**config.mk**
```make
export PLATFORM = sky130hd
export DESIGN_NAME = led_status_driver
export DESIGN_NICKNAME = d
export VERILOG_FILES = /design/src/rtl/led_status_driver.sv
export SDC_FILE = /design/constraint.sdc
export NUM_CORES = 1
export LEC_CHECK = 0
export ABC_AREA = 1
export ABC_CLOCK_PERIOD_IN_PS = 1990
export BUFFER_PORTS_ARGS = -buffer_cell sky130_fd_sc_hd__buf_2
export CAP_MARGIN = 15
export CORE_UTILIZATION = 55
export CTS_CLUSTER_DIAMETER = 80
export DETAILED_ROUTE_END_ITERATION = 12
export PLACE_DENSITY = 0.76
export SLEW_MARGIN = 20
export SYNTH_ARGS = -nofsm -noshare
export SYNTH_HDL_FRONTEND = slang
export SYNTH_SLANG_ARGS = --single-unit
```
**constraint.sdc**
```tcl
create_clock -name clk -period 1.99 [get_ports clk]
set_clock_uncertainty 0.05 [all_clocks]
set_input_delay 0.0995 -clock clk [delete_from_list [all_inputs] [get_ports clk]]
set_output_delay 0.0995 -clock clk [all_outputs]
set_load 0.01 [all_outputs]
```
**src/rtl/led_status_driver.sv**
```systemverilog
// Board LED driver: heartbeat, link-up and stretched activity lamps with PWM dimming,
// overridden by a repeating blink pattern while an error code is latched.
module led_status_driver #(
  parameter int unsigned TICK_DIV   = 100000,
  parameter int unsigned HB_HALF_MS = 500,
  parameter int unsigned STRETCH_MS = 50,
  parameter int unsigned BLINK_MS   = 250,
  parameter int unsigned GAP_MS     = 1000,
  parameter int unsigned PWM_BITS   = 4
) (
  input  logic                clk,
  input  logic                reset,
  input  logic                link_up,
  input  logic [5:0]          act_in,
  input  logic                err_valid,
  input  logic [3:0]          err_code,
  input  logic                err_clear,
  input  logic [PWM_BITS-1:0] brightness,
  output logic                err_active,
  output logic [7:0]          led
);

  localparam int unsigned CH      = 6;
  localparam int unsigned PRE_W   = (TICK_DIV > 1) ? $clog2(TICK_DIV) : 1;
  localparam int unsigned HB_W    = $clog2(HB_HALF_MS + 1);
  localparam int unsigned STR_W   = $clog2(STRETCH_MS + 1);
  localparam int unsigned TMR_MAX = (BLINK_MS > GAP_MS) ? BLINK_MS : GAP_MS;
  localparam int unsigned TMR_W   = $clog2(TMR_MAX + 1);

  typedef enum logic [1:0] {NORMAL, ERR_ON, ERR_OFF, ERR_GAP} state_t;

  logic [PRE_W-1:0]    presc;
  logic                ms_tick;
  logic [HB_W-1:0]     hb_cnt;
  logic                hb;
  logic [STR_W-1:0]    str_cnt [CH];
  logic [CH-1:0]       lamp;
  logic [PWM_BITS-1:0] pwm_cnt;
  logic                en;
  logic [7:0]          raw;

  state_t              state, state_d;
  logic [TMR_W-1:0]    timer, timer_d;
  logic [3:0]          blink_n, blink_d;
  logic [3:0]          code, code_d;

  // 1 ms time base; ms_tick is registered so it does not fire straight out of reset
  always_ff @(posedge clk) begin
    if (reset) begin
      presc   <= '0;
      ms_tick <= 1'b0;
    end else begin
      ms_tick <= (presc == PRE_W'(TICK_DIV - 1));
      presc   <= (presc == PRE_W'(TICK_DIV - 1)) ? '0 : presc + PRE_W'(1);
    end
  end

  always_ff @(posedge clk) begin
    if (reset) begin
      hb_cnt <= '0;
      hb     <= 1'b0;
    end else if (ms_tick) begin
      if (hb_cnt == HB_W'(HB_HALF_MS - 1)) begin
        hb_cnt <= '0;
        hb     <= ~hb;
      end else begin
        hb_cnt <= hb_cnt + HB_W'(1);
      end
    end
  end

  // Activity stretch: a pulse (re)loads the hold, ms ticks drain it
  always_ff @(posedge clk) begin
    if (reset) begin
      for (int i = 0; i < CH; i++) str_cnt[i] <= '0;
    end else begin
      for (int i = 0; i < CH; i++) begin
        if (act_in[i])
          str_cnt[i] <= STR_W'(STRETCH_MS);
        else if (ms_tick && (str_cnt[i] != '0))
          str_cnt[i] <= str_cnt[i] - STR_W'(1);
      end
    end
  end

  always_comb begin
    lamp = '0;
    for (int i = 0; i < CH; i++) lamp[i] = (str_cnt[i] != '0);
  end

  always_ff @(posedge clk) begin
    if (reset) begin
      state   <= NORMAL;
      timer   <= '0;
      blink_n <= '0;
      code    <= '0;
    end else begin
      state   <= state_d;
      timer   <= timer_d;
      blink_n <= blink_d;
      code    <= code_d;
    end
  end

  // Blink sequencing, then clear / re-latch overrides
  always_comb begin
    state_d = state;
    timer_d = timer;
    blink_d = blink_n;
    code_d  = code;
    raw     = 8'h00;
    case (state)
      NORMAL: raw = {lamp, link_up, hb};
      ERR_ON: begin
        raw = 8'hFF;
        if (ms_tick) begin
          if (timer == TMR_W'(BLINK_MS - 1)) begin
            state_d = ERR_OFF;
            timer_d = '0;
          end else begin
            timer_d = timer + TMR_W'(1);
          end
        end
      end
      ERR_OFF: begin
        if (ms_tick) begin
          if (timer == TMR_W'(BLINK_MS - 1)) begin
            timer_d = '0;
            if (blink_n == code) begin
              state_d = ERR_GAP;
            end else begin
              state_d = ERR_ON;
              blink_d = blink_n + 4'd1;
            end
          end else begin
            timer_d = timer + TMR_W'(1);
          end
        end
      end
      ERR_GAP: begin
        if (ms_tick) begin
          if (timer == TMR_W'(GAP_MS - 1)) begin
            state_d = ERR_ON;
            timer_d = '0;
            blink_d = 4'd1;
          end else begin
            timer_d = timer + TMR_W'(1);
          end
        end
      end
      default: state_d = NORMAL;
    endcase
    if (err_clear) begin
      state_d = NORMAL;
      timer_d = '0;
      blink_d = '0;
      code_d  = '0;
    end else if (err_valid && (err_code != 4'd0)) begin
      state_d = ERR_ON;
      timer_d = '0;
      blink_d = 4'd1;
      code_d  = err_code;
    end
  end

  assign en = (brightness == '1) || (pwm_cnt < brightness);

  always_ff @(posedge clk) begin
    if (reset) begin
      pwm_cnt    <= '0;
      led        <= '0;
      err_active <= 1'b0;
    end else begin
      pwm_cnt    <= pwm_cnt + PWM_BITS'(1);
      led        <= raw & {8{en}};
      err_active <= (state_d != NORMAL);
    end
  end

endmodule

```
==> results of run 1 <==
[cells in the final DEF, fill, tap and decap left out, types with 8 or more instances in the layout]
cell | synthesis | routed
dfxtp_1 | 61 | 61
buf_4 | 1 | 12
nand2_1 | 113 | 109
nand3_1 | 33 | 29
nand2_2 | 8 | 12
nor2_1 | 90 | 87
buf_2 | 4 | 27
nand4_1 | 11 | 11
xor2_1 | 18 | 18
o21ai_0 | 17 | 17
clkbuf_8 | 0 | 9
or2_2 | 12 | 12
nor3_1 | 11 | 11
inv_1 | 85 | 84
ha_1 | 22 | 22
a21oi_1 | 56 | 55
edfxtp_1 | 36 | 36
nor2_2 | 9 | 11
a31oi_1 | 8 | 8
[final cells by class]
type                            instances  area [µm²]
Sequential cell                        97        2300
Multi-Input combinational cell        442        2400
Tap cell                              108         135
Clock buffer                           13         139
Timing Repair Buffer                   45         285
Clock inverter                          3        43.8
Fill cell                             766        3160
Inverter                               89         335
[logic make-up (layout without fill, tap and decap cells)]
family,count (synthesis),after routing,share of synthesized area
XOR/XNOR,20,20,0.0348
buffers and inverters,97,150,0.0758
adder cells (fa/ha/maj),22,22,0.0547
flip-flops,97,97,0.457
AND/OR/NAND/NOR,311,311,0.282
AO/OA/AOI/OAI,89,89,0.0952
[layer usage]
| metal | GRT usage | vias up | share of wire |
|---|---|---|---|
| li1 | - | 2169 | - |
| met1 | 0.253 | 1890 | 0.46 |
| met2 | 0.380 | 82 | 0.49 |
| met3 | 0.0403 | 4 | 0.039 |
| met4 | 0.0653 | 0 | 0.0058 |
| met5 | 0 | - | 0 |
[through the flow]
stage               hold slack, ns  instances
finish                      0.0190        797
global route                0.0267        797
CTS                       0.000877        797
detailed placement           0.311        775
global placement             0.297        775
floorplan                    0.204        636
[registers in the layout, indices dropped and copies added (netlist names)]
| name | count |
|---|---|
| blink_n | 4 |
| hb | 1 |
| presc | 17 |
| led | 8 |
| hb_cnt | 9 |
| pwm_cnt | 4 |
| code | 4 |
| err_active | 1 |
| ms_tick | 1 |
| str_cnt | 36 |
| state | 2 |
| timer | 10 |
[power breakdown]
part,internal (mW),leakage (nW),switching (mW)
Sequential,2.14,0.879,0.0478
Clock,0.585,0.0916,0.628
Combinational,0.148,1.40,0.230
Total,2.87,2.37,0.906
[repair_timing]
| action | in CTS | in global routing |
|---|---|---|
| resized for setup | 0 | 15 |
| hold endpoints to repair | 5 | 0 |
| hold buffers | 6 | 0 |
| endpoints found under the setup margin | 0 | 28 |
[worst min path at each step]
stage                     slack [ns]              endpoint  cells after the start
after global placement          0.30     led[1]$_SDFF_PP0_                      3
after global routing            0.03  code[1]$_SDFFE_PP0P_                      3
after detailed placement        0.31  code[2]$_SDFFE_PP0P_                      2
final                           0.02  code[1]$_SDFFE_PP0P_                      3
after floorplan                 0.20  code[2]$_SDFFE_PP0P_                      1
after CTS                     0.0009  code[1]$_SDFFE_PP0P_                      3
[worst max-delay path: stages (launching register included)]
cell and delay (ns):
edfxtp_1 0.41, inv_2 0.07, ha_1 0.14, inv_1 0.05, nor2_2 0.09, nand2_1 0.08, or2_4 0.24, nand3_2 0.07
inv_1 0.08, a21oi_2 0.14, buf_4 0.14, a21oi_1 0.04
==> results.yml, run 1 <==
clock_tree:
  tritoncts: "done"
  sinks_on_clock_net: 97
  clock_tree.root_cell: "clkbuf_8"
  cts_inserted_buffers: 9
  buffer_depth_of_the_longest_clock_path: 2
  clock_latency_ns: 0.34
  htree_levels: 3
  cts.reportedPaths.clkPinSlew_ns: 0.09
  cts_setup_buffers: 0
setup_path:
  reg2reg_end: "str_cnt[4][1]$_SDFFCE_PN0P_"
  worst_setup_path_start_kind: "flop"
  worst_setup_path_endpoint: "str_cnt[4][1]$_SDFFCE_PN0P_"
  critical_path.endpoint_type: "flop"
  worstPathMaxFanout: 3
  critPathArrivalTime_ns: 1.90
  r2r-start: "str_cnt[4][0]$_SDFFCE_PN0P_"
  count_of_cells_along_the_worst_register_to_register_path: 11
  timing.critical_path.required_ns: 2.03
  setup.worst_path.start: "str_cnt[4][0]$_SDFFCE_PN0P_"
  rrSetupSlack_ns: 0.13
  timing_worst_setup_path_type: "flop to flop"
timing:
  achievable-frequency_mhz: 539
  setup_violations: 0
  fin_hold_viols: 0
  drv_slew: 0
  layout_min_cycle_time_ns: 1.86
  relSlewSlack: 0.709
  setup_tns_final_ns: 0
  final_critical_path_setup_slack_ns: 0.133
  worst_slew_pin_slew_ns: 0.437
  timing.final.crit_share: 0.933
routing:
  dr_total_vias: 4145
  first_iter_violations: 163
  routedWlPerCell_um: 11.9
  routed_wirelength_mm: 9.46
  first_pass_iters: 9
  drcViolationCount: 4
  route.antenna.remaining_nets: 0
  avgViaCountPerCell: 5.20
placed_design:
  post_dp_cell_area_um2: 5350
  finalWeightedCongestion: 0.852
  dp_worst_setup_slack_ns: 0.0656
  io_buffer_count: 27
  place.detailed.hpwl_mm: 7.00
final_layout:
  final_net_count: 725
  antenna-diode-count: 0
  area.growth.synth_to_final_pct: 12.0
  finalInstanceArea_um2: 5640
  final_core_utilization: 0.641
  final_layout_size_suffix_gt1_frac: 0.154
synthesis:
  synth.top_cells.by_count: "nand2_1, nor2_1, inv_1"
  synth_ff_type: "dfxtp_1"
  async_flop_share: 0
  yosysMostFrequentCell: "nand2_1"
  register_bit_count_reported_by_yosys: 97
  synthesis.area_um2: 5040
  mappedNetlistNets: 677
  yosys.area.top_type: "dfxtp_1"
  synth_sequential_area_ratio: 0.457
  ys_warn_count: 0
  yosysTopAreaCellShare: 0.242
  syn-mean-instance-area_um2: 7.92
  netlist_top_cells_area: "dfxtp_1, edfxtp_1, nand2_1, nor2_1, inv_1"
  synth_edf_count: 36
  post_synth_num_cell_types: 42
  synthCells: 636
floorplanning:
  die_wd_um: 97.7
  floorplan.initialDensity: 0.572
  floorplan.die_area_um2: 9540
  floorplan.die.height_um: 97.7
  std_cell_rows: 34
  num_io_pins: 28
  core_area_um2: 8810
grt:
  overall_global_routing_resource_usage: 0.211
  grt_pass1_wl_mm: 16.4
  initial_antenna_violation_count: 0
  maximum_number_of_pins_on_one_net_before_global_route_repair: 17
  number_of_global_route_vias_before_repair: 3933
  grt_remaining_overflow: 0
status:
  status: "finished, violations left"
  failed_checks: "design-rule violations"
worst_hold_path:
  worst_hold_path_type: "input pin to flop"
  hp-start: "err_code[1]"
power:
  p_total_mw: 3.78
  p_leak_nw: 2.37
  max-vdd-ir-drop_v: 0.000394
  power_per_cell_area_nw_per_um2: 670
run:
  maxCapViolCount: 0
No activity file was read; power rests on OpenSTA's default activity.
==> inputs of run 2 (changes only) <==
--- a/config.mk
+++ b/config.mk
@@ -7,13 +7,12 @@
 export LEC_CHECK = 0
 export ABC_AREA = 1
 export ABC_CLOCK_PERIOD_IN_PS = 1990
-export BUFFER_PORTS_ARGS = -buffer_cell sky130_fd_sc_hd__buf_2
 export CAP_MARGIN = 15
-export CORE_UTILIZATION = 55
+export CORE_UTILIZATION = 57
 export CTS_CLUSTER_DIAMETER = 80
 export DETAILED_ROUTE_END_ITERATION = 12
-export PLACE_DENSITY = 0.76
-export SLEW_MARGIN = 20
+export DONT_BUFFER_PORTS = 1
+export PLACE_DENSITY = 0.75
 export SYNTH_ARGS = -nofsm -noshare
 export SYNTH_HDL_FRONTEND = slang
 export SYNTH_SLANG_ARGS = --single-unit
==> results.yml, run 2 (synthesis gave the netlist of run 1 again) <==
floorplanning:
  floorplan.die.height_um: 96.0
  floorplan.die_area_um2: 9220
  core_area_um2: 8380
  die_wd_um: 96.0
  floorplan.initialDensity: 0.601
  num_io_pins: 28
  std_cell_rows: 33
grt:
  grt_pass1_wl_mm: 16.3
  maximum_number_of_pins_on_one_net_before_global_route_repair: 17
  number_of_global_route_vias_before_repair: 3900
  grt_remaining_overflow: 0
  initial_antenna_violation_count: 0
  overall_global_routing_resource_usage: 0.227
timing:
  worst_slew_pin_slew_ns: 0.485
  layout_min_cycle_time_ns: 1.91
  achievable-frequency_mhz: 523
  setup_violations: 0
  rsz0062_at_grt: "true"
  timing.final.crit_share: 0.961
  relSlewSlack: 0.675
  setup_tns_final_ns: 0
  fin_hold_viols: 0
  drv_slew: 0
final_layout:
  final_net_count: 705
  layout_common_cells: "nand2_1, nor2_1, inv_1, dfxtp_1, a21oi_1"
  antenna-diode-count: 0
  largest_reg_flops: 36
  register_area_um2: 2300
  reg_top3: "str_cnt (36), presc (17), timer (10)"
  final_layout_size_suffix_gt1_frac: 0.109
  most_common_library_cell_in_the_layout_ignoring_fill_and_taps: "nand2_1"
  num-fill-cells: 730
  area.growth.synth_to_final_pct: 10.0
  multi_input_area_um2: 2380
  largest-register: "str_cnt"
  final_core_utilization: 0.661
clock_tree:
  clock_tree.root_cell: "clkbuf_8"
  htree_levels: 3
  buffer_depth_of_the_longest_clock_path: 2
  sinks_on_clock_net: 97
  tritoncts: "done"
  cts.reportedPaths.clkPinSlew_ns: 0.09
  cts_inserted_buffers: 9
  clock_latency_ns: 0.35
setup_path:
  rrSetupSlack_ns: 0.08
  setup.worst_path.start: "str_cnt[4][0]$_SDFFCE_PN0P_"
  worst_setup_path_start_kind: "flop"
  worstPathMaxFanout: 3
  critPathArrivalTime_ns: 1.97
  critical_path.endpoint_type: "flop"
  timing.critical_path.required_ns: 2.04
  timing_worst_setup_path_type: "flop to flop"
  r2r-start: "str_cnt[4][0]$_SDFFCE_PN0P_"
placed_design:
  finalWeightedCongestion: 0.862
  place.detailed.hpwl_mm: 7.00
  io_buffer_count: 0
worst_hold_path:
  worst_hold_path_type: "input pin to flop"
  hp-start: "act_in[0]"
run:
  maxCapViolCount: 0
routing:
  first_iter_violations: 206
  avgViaCountPerCell: 5.28
  drcViolationCount: 0
  routedWlPerCell_um: 12.6
  routed_wirelength_mm: 9.73
  first_pass_iters: 5
  route.antenna.remaining_nets: 0
  dr_total_vias: 4089
status:
  status: "finished clean"
power:
  power_per_cell_area_nw_per_um2: 661
  p_leak_nw: 2.28
  max-vdd-ir-drop_v: 0.000408
[run 2: cell types whose count changed in the layout (fill, tap and decap cells not counted), sizes merged]
cell and change:
buf -27, dlymetal6s4s +1, clkinv -2, clkbuf +1
dlygate4sd3 +6, clkinvlp +2, bufinv -1
[run 2: power by group]
group	internal, mW	leakage [nW]	switching (mW)
registers	2.14	0.879	0.0596
logic	0.130	1.33	0.208
clock network	0.492	0.0769	0.632
total	2.76	2.28	0.900
[run 2: what timing repair did]
| action | in CTS | in global routing |
|---|---|---|
| setup endpoints to repair | 0 | 22 |
| gates resized for setup | 0 | 10 |
| hold buffers | 13 | 0 |
| endpoints found under the hold margin | 21 | 0 |
| buffers inserted | 0 | 1 |
[run 2: layer usage]
| metal | part of all wire | GRT usage |
|---|---|---|
| met1 | 0.46 | 0.281 |
| met2 | 0.49 | 0.399 |
| met3 | 0.036 | 0.0434 |
| met4 | 0.011 | 0.0672 |
| met5 | 0 | 0 |
[run 2: layout make-up]
cell class / instances / share of cell area
multi-input cells: 442 / 0.430
flip-flops and latches: 97 / 0.415
inverters: 89 / 0.0605
repair buffers: 25 / 0.0402
clock buffers: 14 / 0.0275
well taps: 105 / 0.0237
clock inverters: 2 / 0.00271
[run 2: metrics by stage]
stage / cell area (µm²) / total power [mW] / hold WS [ns] / std cells / setup WS [ns]
2_1_floorplan: 5040 / 2.47 / 0.204 / 636 / 0.145
3_3_place_gp: 5200 / 2.53 / 0.122 / 744 / 0.142
3_5_place_dp: 5200 / 2.55 / 0.124 / 744 / 0.0593
4_1_cts: 5500 / 3.69 / 0.00851 / 773 / 0.0464
5_1_grt: 5540 / 3.83 / 0.0163 / 774 / -0.0221
6_report: 5540 / 3.66 / 0.0161 / 774 / 0.0770
[run 2: worst paths after layout]
path | endpoint | cells past startpoint
worst max-delay path | str_cnt[4][4]$_SDFFCE_PN0P_ | 11
worst min-delay path | str_cnt[0][1]$_SDFFCE_PN0P_ | 2
worst max register to register | str_cnt[4][4]$_SDFFCE_PN0P_ | 11
worst min register to register | pwm_cnt[0]$_SDFF_PP0_ | 1
[run 2: worst max-delay path, cell delays in order (launching register included)]
cell	delay [ns]
edfxtp_1	0.39
inv_1	0.09
ha_1	0.15
inv_1	0.06
nor2_2	0.14
nand2_1	0.10
or2_4	0.24
nand3_2	0.07
inv_2	0.06
a21oi_4	0.13
buf_4	0.15
a31oi_1	0.04
